$ cat config.mk
export PLATFORM = sky130hd
export DESIGN_NAME = pipe_control_unit_flat
export DESIGN_NICKNAME = d
export VERILOG_FILES = /design/src/rtl/pipe_control_unit_if.sv /design/src/rtl/pipe_control_unit.sv /design/src/flat_wrapper.sv
export SDC_FILE = /design/constraint.sdc
export NUM_CORES = 1
export LEC_CHECK = 0
export ABC_AREA = 1
export CORE_MARGIN = 2
export CORE_UTILIZATION = 56
export CTS_CLUSTER_DIAMETER = 30
export DETAILED_ROUTE_END_ITERATION = 8
export DONT_BUFFER_PORTS = 1
export PLACE_DENSITY = 0.74
export SYNTH_ARGS = -nofsm -noshare
export SYNTH_HDL_FRONTEND = slang
export SYNTH_SLANG_ARGS = --single-unit
$ cat constraint.sdc
create_clock -name CLK -period 1.44 [get_ports CLK]
set_input_delay 0.072 -clock CLK [delete_from_list [all_inputs] [get_ports CLK]]
set_output_delay 0.072 -clock CLK [all_outputs]
set_load 0.01 [all_outputs]
$ cat src/rtl/pipe_control_unit_if.sv
// Bundle of the in-order pipeline control signals between the ID stage
// driver and the pipe_control_unit.
interface pipe_control_unit_if #(
  parameter int OPW  = 4,
  parameter int CNTW = 16
);
  logic [OPW-1:0]  OPcode;
  logic            ID_VALID;
  logic            STALL;
  logic            FLUSH;
  logic [8:0]      CONTROL_PIPE;
  logic [1:0]      ALU_OP;
  logic [8:0]      EX_CTRL;
  logic [1:0]      EX_ALU_OP;
  logic [8:0]      MEM_CTRL;
  logic [8:0]      WB_CTRL;
  logic            EX_VALID;
  logic            MEM_VALID;
  logic            WB_VALID;
  logic            ILLEGAL;
  logic            HALTED;
  logic [CNTW-1:0] RETIRED;

  modport master (
    output OPcode, ID_VALID, STALL, FLUSH,
    input  CONTROL_PIPE, ALU_OP, EX_CTRL, EX_ALU_OP, MEM_CTRL, WB_CTRL,
           EX_VALID, MEM_VALID, WB_VALID, ILLEGAL, HALTED, RETIRED
  );

  modport slave (
    input  OPcode, ID_VALID, STALL, FLUSH,
    output CONTROL_PIPE, ALU_OP, EX_CTRL, EX_ALU_OP, MEM_CTRL, WB_CTRL,
           EX_VALID, MEM_VALID, WB_VALID, ILLEGAL, HALTED, RETIRED
  );
endinterface

$ cat src/rtl/pipe_control_unit.sv
// Opcode decode plus EX/MEM/WB control pipeline with stall, flush,
// illegal-opcode pulse, sticky halt and a saturating retire counter.
module pipe_control_unit #(
  parameter int OPW  = 4,
  parameter int CNTW = 16
) (
  input logic                CLK,
  input logic                RST,
  pipe_control_unit_if.slave bus
);

  // Control word layout: [8]REG_WRITE [7]MEM_TO_REG [6]MEM_WRITE [5]MEM_READ
  // [4]BRANCH [3]JUMP [2]ALU_SRC [1]REG_DST [0]HALT
  localparam logic [8:0] C_RTYPE = 9'b100000010;
  localparam logic [8:0] C_ADDI  = 9'b100000100;
  localparam logic [8:0] C_LW    = 9'b110100100;
  localparam logic [8:0] C_SW    = 9'b001000100;
  localparam logic [8:0] C_BR    = 9'b000010000;
  localparam logic [8:0] C_JMP   = 9'b000001000;
  localparam logic [8:0] C_HLT   = 9'b000000001;

  localparam logic [OPW-1:0] OP_ADD  = OPW'(0);
  localparam logic [OPW-1:0] OP_SUB  = OPW'(1);
  localparam logic [OPW-1:0] OP_AND  = OPW'(2);
  localparam logic [OPW-1:0] OP_OR   = OPW'(3);
  localparam logic [OPW-1:0] OP_ADDI = OPW'(4);
  localparam logic [OPW-1:0] OP_LW   = OPW'(5);
  localparam logic [OPW-1:0] OP_SW   = OPW'(6);
  localparam logic [OPW-1:0] OP_BEQ  = OPW'(7);
  localparam logic [OPW-1:0] OP_BNE  = OPW'(8);
  localparam logic [OPW-1:0] OP_JMP  = OPW'(9);
  localparam logic [OPW-1:0] OP_SLT  = OPW'(10);
  localparam logic [OPW-1:0] OP_NOP  = OPW'(11);
  localparam logic [OPW-1:0] OP_HLT  = OPW'(12);

  logic [8:0] dec_ctrl;
  logic [1:0] dec_alu;
  logic       dec_legal;
  logic       issue_ok;
  logic       accept;

  // NOTE: every output of a combinational block gets a default before the case,
  // otherwise unlisted opcodes would infer latches.
  always_comb begin
    dec_ctrl  = '0;
    dec_alu   = 2'b00;
    dec_legal = 1'b1;
    unique case (bus.OPcode)
      OP_ADD:  dec_ctrl = C_RTYPE;
      OP_SUB:  begin dec_ctrl = C_RTYPE; dec_alu = 2'b01; end
      OP_AND:  begin dec_ctrl = C_RTYPE; dec_alu = 2'b10; end
      OP_OR:   begin dec_ctrl = C_RTYPE; dec_alu = 2'b11; end
      OP_ADDI: dec_ctrl = C_ADDI;
      OP_LW:   dec_ctrl = C_LW;
      OP_SW:   dec_ctrl = C_SW;
      OP_BEQ:  begin dec_ctrl = C_BR; dec_alu = 2'b01; end
      OP_BNE:  begin dec_ctrl = C_BR; dec_alu = 2'b01; end
      OP_JMP:  dec_ctrl = C_JMP;
      OP_SLT:  begin dec_ctrl = C_RTYPE; dec_alu = 2'b01; end
      OP_NOP:  dec_ctrl = '0;
      OP_HLT:  dec_ctrl = C_HLT;
      default: dec_legal = 1'b0;
    endcase
  end

  assign bus.CONTROL_PIPE = dec_ctrl;
  assign bus.ALU_OP       = dec_alu;

  // An instruction may leave ID only when nothing is holding or killing it.
  assign issue_ok = bus.ID_VALID & ~bus.STALL & ~bus.FLUSH & ~bus.HALTED;
  assign accept   = issue_ok & dec_legal;

  // NOTE: sequential state uses non-blocking assignments so every stage
  // samples the value its predecessor held before this edge.
  always_ff @(posedge CLK or posedge RST) begin
    if (RST) begin
      bus.EX_CTRL   <= '0;
      bus.EX_ALU_OP <= 2'b00;
      bus.EX_VALID  <= 1'b0;
      bus.MEM_CTRL  <= '0;
      bus.MEM_VALID <= 1'b0;
      bus.WB_CTRL   <= '0;
      bus.WB_VALID  <= 1'b0;
      bus.ILLEGAL   <= 1'b0;
      bus.HALTED    <= 1'b0;
      bus.RETIRED   <= '0;
    end else begin
      if (accept) begin
        bus.EX_CTRL   <= dec_ctrl;
        bus.EX_ALU_OP <= dec_alu;
        bus.EX_VALID  <= 1'b1;
      end else begin
        bus.EX_CTRL   <= '0;
        bus.EX_ALU_OP <= 2'b00;
        bus.EX_VALID  <= 1'b0;
      end

      // A taken branch/jump kills whatever was in EX; flush wins over stall.
      if (bus.FLUSH) begin
        bus.MEM_CTRL  <= '0;
        bus.MEM_VALID <= 1'b0;
      end else begin
        bus.MEM_CTRL  <= bus.EX_CTRL;
        bus.MEM_VALID <= bus.EX_VALID;
      end

      bus.WB_CTRL  <= bus.MEM_CTRL;
      bus.WB_VALID <= bus.MEM_VALID;

      bus.ILLEGAL <= issue_ok & ~dec_legal;

      if (bus.WB_VALID && bus.WB_CTRL[0])
        bus.HALTED <= 1'b1;

      if (bus.WB_VALID && (bus.RETIRED != {CNTW{1'b1}}))
        bus.RETIRED <= bus.RETIRED + 1'b1;
    end
  end

endmodule

$ cat src/flat_wrapper.sv
// flat-port wrapper written by rule: the top's interface ports become plain ports
module pipe_control_unit_flat 
#(
  parameter int OPW  = 4,
  parameter int CNTW = 16
)
  (CLK, RST, bus_OPcode, bus_ID_VALID, bus_STALL, bus_FLUSH, bus_CONTROL_PIPE, bus_ALU_OP, bus_EX_CTRL, bus_EX_ALU_OP, bus_MEM_CTRL, bus_WB_CTRL, bus_EX_VALID, bus_MEM_VALID, bus_WB_VALID, bus_ILLEGAL, bus_HALTED, bus_RETIRED);
  pipe_control_unit_if #(.OPW(OPW), .CNTW(CNTW)) bus_i ();
  input logic CLK;
  input logic RST;
  input wire logic [$bits(bus_i.OPcode)-1:0] bus_OPcode;
  input wire logic [$bits(bus_i.ID_VALID)-1:0] bus_ID_VALID;
  input wire logic [$bits(bus_i.STALL)-1:0] bus_STALL;
  input wire logic [$bits(bus_i.FLUSH)-1:0] bus_FLUSH;
  output wire logic [$bits(bus_i.CONTROL_PIPE)-1:0] bus_CONTROL_PIPE;
  output wire logic [$bits(bus_i.ALU_OP)-1:0] bus_ALU_OP;
  output wire logic [$bits(bus_i.EX_CTRL)-1:0] bus_EX_CTRL;
  output wire logic [$bits(bus_i.EX_ALU_OP)-1:0] bus_EX_ALU_OP;
  output wire logic [$bits(bus_i.MEM_CTRL)-1:0] bus_MEM_CTRL;
  output wire logic [$bits(bus_i.WB_CTRL)-1:0] bus_WB_CTRL;
  output wire logic [$bits(bus_i.EX_VALID)-1:0] bus_EX_VALID;
  output wire logic [$bits(bus_i.MEM_VALID)-1:0] bus_MEM_VALID;
  output wire logic [$bits(bus_i.WB_VALID)-1:0] bus_WB_VALID;
  output wire logic [$bits(bus_i.ILLEGAL)-1:0] bus_ILLEGAL;
  output wire logic [$bits(bus_i.HALTED)-1:0] bus_HALTED;
  output wire logic [$bits(bus_i.RETIRED)-1:0] bus_RETIRED;
  assign bus_i.OPcode = bus_OPcode;
  assign bus_i.ID_VALID = bus_ID_VALID;
  assign bus_i.STALL = bus_STALL;
  assign bus_i.FLUSH = bus_FLUSH;
  assign bus_CONTROL_PIPE = bus_i.CONTROL_PIPE;
  assign bus_ALU_OP = bus_i.ALU_OP;
  assign bus_EX_CTRL = bus_i.EX_CTRL;
  assign bus_EX_ALU_OP = bus_i.EX_ALU_OP;
  assign bus_MEM_CTRL = bus_i.MEM_CTRL;
  assign bus_WB_CTRL = bus_i.WB_CTRL;
  assign bus_EX_VALID = bus_i.EX_VALID;
  assign bus_MEM_VALID = bus_i.MEM_VALID;
  assign bus_WB_VALID = bus_i.WB_VALID;
  assign bus_ILLEGAL = bus_i.ILLEGAL;
  assign bus_HALTED = bus_i.HALTED;
  assign bus_RETIRED = bus_i.RETIRED;
  pipe_control_unit #(.OPW(OPW), .CNTW(CNTW)) u_core (.CLK(CLK), .RST(RST), .bus(bus_i));
endmodule
[After elaboration in Yosys (flattened, before gate mapping)]
Cells that the tools add are included.
Word-level totals
  bits in registers: 50
  bits of input ports: 9
Operators by class
  add/subtract/negate cells: 1
  muxes and demuxes: 8
  bitwise gates (word level): 9
  reductions and logical operators: 7
  eq/ne operators: 13
Operators with widths (number)
  $pmux 9 s7: 1
  $eq 4x4->1 const B: 5
  $mux 9: 2
  $add 16x1->16 const B: 1
  $eq 4x3->1 const B: 4
  $ne 16x16->1 const B: 1
  $reduce_or 13->1: 1
  $eq 4x2->1 const B: 2
  $pmux 2 s3: 1
  $and 1x1->1: 5
  $reduce_or 5->1: 1
  $eq 4x1->1 const B: 1
  $logic_not 4->1: 1
  $not 1->1: 4
  $reduce_or 4->1: 1
  $mux 1: 3
  $logic_and 1x1->1: 2
  $mux 2: 1
  $reduce_or 2->1: 1

[Depth between registers and ports, before layout]
  word-level depth: 6
  gate-level depth with buffers: 9
  gate-level depth less buffers: 8

[Worst setup path after synthesis]
Ideal clock, no wire load.
  kind: reg-to-reg
  start: reg u_core.bus.RETIRED[0] (netlist bit)
  end: reg u_core.bus.RETIRED[10] (netlist bit)
  period minus slack after synthesis: 1581 ps
  cell stages (with the launch flop): 10
  data arrival time: 1463 ps
  data required time: 1322 ps
  path buffers: 1
  path slack: -141 ps
  cells stage by stage: dfrtp_1 -> ha_1 -> inv_2 -> nor2_4 -> nand2_4 -> nor2_4 -> nor2_2 -> buf_6 -> nand2_2 -> o21ai_2
On the way
  cells in the longest elaborated chain, start to end: 2
  elaborated cells on any way between the ends: 3
  classes of those cells: add/sub (1); eq/ne (1); reduce/logical (1)
RTL lines
  from (decl): RTL line pipe_control_unit_if.sv:33  | EX_VALID, MEM_VALID, WB_VALID, ILLEGAL, HALTED, RETIRED
  from (signal assigned): RTL line pipe_control_unit.sv:116  | bus.RETIRED <= bus.RETIRED + 1'b1;
  branches (longest 2 deep; another with $add 16x1->16)
Several ways; the timed one is not identified.
A chain may end at the register's enable or synchronous reset.

[Final worst setup path]
  start: reg u_core.bus.RETIRED[1] (netlist bit)
  end: reg u_core.bus.RETIRED[6] (netlist bit)
The elaborated chain is that of the path after synthesis.

==> metrics <==
Startpoint Class=flip-flop; clock power share=0.304; most common cell after layout, fill and taps aside=nand2_1; Die Area=0.00444 mm^2; arrival time worst endpoint=1680 ps; first-pass GRT wire length=8280 um; Clk Latency, worst-skew pair=300 ps; CTS tree=yes; worst-margin pin slew=463 ps; fillers=~260; final hold violation count=0; post-synthesis cell count=roughly 260; via count=1938; register bit count reported by yosys=between 40 and 50; Final min period=between 1000 and 1500 ps; io pins=70; HP Class=input port to flip-flop; grt ovf=0; P_leak=between 1 and 1.5 nW; Crit path required time=1680 ps; Global Route met3 Usage=0.0726; CP Capture Point=u_core.bus.RETIRED[6]; worst reg2reg setup slack=0.6 ps; CP endpoint kind=flip-flop; vias in the first global route=between 1500 and 2000; Root Driver=clkbuf_8; Die Y=between 60 and 70 um; width of the chip=between 60 and 70 um; period utilization=1.00; ANT nets after route=0; share of cells above drive strength 1=0.289; GRT Overall Usage=0.252; Critical Path Start=u_core.bus.RETIRED[1]; CTS max path bufs=2; count of cell types in the netlist=24; most frequent cells in the layout=nand2_1, dfrtp_1, inv_1; met2 GRT Util=0.410; initial DRC count=between 150 and 200; placed cell area=0.00242 mm^2; Final GP Congestion=roughly 0.90; Worst Skew=~6.7 ps; FMAX=between 0.6 and 0.7 GHz; worst reg2reg path depth=9; synthesized area=0.00220 mm^2; clk slew on worst S/H paths=approximately 90 ps; Mapped Nets=268; row count=22; CP Max Fanout=6; port bufs=0; fin nets=314; Wirelength per Cell=between 15 and 20 um; outcome=finished clean; Crit Path Category=flip-flop to flip-flop; total CTS buffers=5; Max IR drop VDD=0.689 mV; ys async rst share=1.00; setup tns final=0 ps; RSZ-0062 raised after global routing=true; Seq/Total Area, Yosys=0.535; M1 GR Usage=0.315; Critical R2R Launch=u_core.bus.RETIRED[1]; Synth-to-Final Area Change=26.9%; initial antenna violation count=0; final instance area=roughly 0.0028 mm^2; Cell Int Power=0.00190 W; Sink Count=47; switch share=0.290; Residual DRC=0; final setup vio count=0; combinational power share=0.161; max-cap violations=0; Initial Utilization=0.591; ant diodes=0; EDFF count, synth=0; Sequential Power Share=0.535; largest net degree at the start of global routing=23; Switch Pwr=between 0.0007 and 0.0008 W; htree depth=2; final WL=~5800 um; max_slew headroom=0.691; post-DP HPWL=3430 um; Synth Area per Inst=~8.5 um^2; P per Cell Area=between 900 and 1000 mW/mm^2; CORE AREA=0.00372 mm^2; worst r2r dst=u_core.bus.RETIRED[6]; YS warnings=0; dominant synthesized flop cell=dfrtp_1; GRT busiest layer=met2; DR vias/cell=approximately 5.5; drt first pass iters=5; Final Max Slew Viols=0
timing repair:
action,4_1_cts,5_1_grt
endpoints found under the setup margin,1,25
pin swaps,1,7
gates resized for setup,0,25
hold buffers,11,1
buffers inserted,0,5
gates cloned,0,3
hold endpoints to repair,38,1
logic make-up (layout without fill, tap and decap cells):
family	count (synthesis)	in the layout	share of synthesized area
simple gates	143	143	0.289
flops	47	47	0.535
buf+inv	46	92	0.0928
compound gates	17	18	0.0609
xor+xnor	4	4	0.0159
fa+ha+maj	1	1	0.00569
registers in the layout, indices dropped and copies added (netlist names):
signal,count
u_core.bus.MEM_VALID,1
u_core.bus.HALTED,1
u_core.bus.MEM_CTRL,8
u_core.bus.RETIRED,16
u_core.bus.EX_ALU_OP,2
u_core.bus.WB_CTRL,8
u_core.bus.WB_VALID,1
u_core.bus.EX_VALID,1
u_core.bus.ILLEGAL,1
u_core.bus.EX_CTRL,8
cell usage after synthesis, types with 3 or more instances:
cell	instances	share of area
nor2_4	3	0.015
o21ai_2	8	0.032
nand4_1	6	0.017
dfrtp_1	47	0.54
o21ai_0	4	0.0091
nand2_1	67	0.11
nor3_1	6	0.014
buf_4	4	0.014
a21oi_1	3	0.0068
nand3_1	11	0.025
nand2_2	7	0.020
nor2_1	38	0.065
inv_1	37	0.063
cell type report:
cell class,instances,area [um^2],share of cell area
Timing Repair Buffer,45,407,0.146
Clock inverter,3,22.5,0.00808
Sequential cell,47,1180,0.424
Multi-Input combinational cell,166,900,0.323
Tap cell,48,60.1,0.0215
Clock buffer,5,68.8,0.0247
Inverter,39,149,0.0534
critical path: stages, from the launching register on:
cell and delay, ps:
dfrtp_2 450, ha_4 190, inv_4 50, nor2_4 30
nand2_4 110, nor2_4 50, nor2_4 180, clkbuf_16 210
nand2_4 50, o21ai_2 50
how the worst min path moves through the flow:
stage	from	end	slack (ps)	cells after the start
detailed placement	RST	u_core.bus.WB_CTRL[8]	-4	1
finish	bus_ID_VALID	u_core.bus.EX_CTRL[1]	90	3
global route	bus_ID_VALID	u_core.bus.EX_CTRL[6]	90	3
global placement	RST	u_core.bus.WB_CTRL[1]	-9	1
CTS	bus_OPcode[2]	u_core.bus.EX_CTRL[3]	20	3
floorplan	bus_OPcode[2]	u_core.bus.EX_CTRL[0]	200	2
power by group through the flow:
stage | Sequential, W | Combinational [W] | Clock [W]
finish | 0.00143 | 0.000430 | 0.000813
floorplan | 0.00147 | 0.000180 | 0
global placement | 0.00145 | 0.000299 | 0
global route | 0.00144 | 0.000469 | 0.000888
detailed placement | 0.00145 | 0.000305 | 0
CTS | 0.00143 | 0.000337 | 0.000826
per-layer routing:
layer	wire, um	part of all wire
met5	0	0
met4	125	0.022
met3	588	0.10
met2	2800	0.49
met1	2240	0.39
metrics by stage:
stage          total power (W)  utilization  std cells  setup WS (ps)  hold WS (ps)
2_1_floorplan          0.00165            -        258           12.8           198
4_1_cts                0.00259        0.706        344           2.13          21.9
3_3_place_gp           0.00175        0.652        325           55.4         -8.52
5_1_grt                0.00279        0.750        353          -77.9          92.7
6_report               0.00267        0.750        353          0.572          85.7
3_5_place_dp           0.00176        0.652        325           13.4         -3.73
Power figures use the tool's default switching activity.
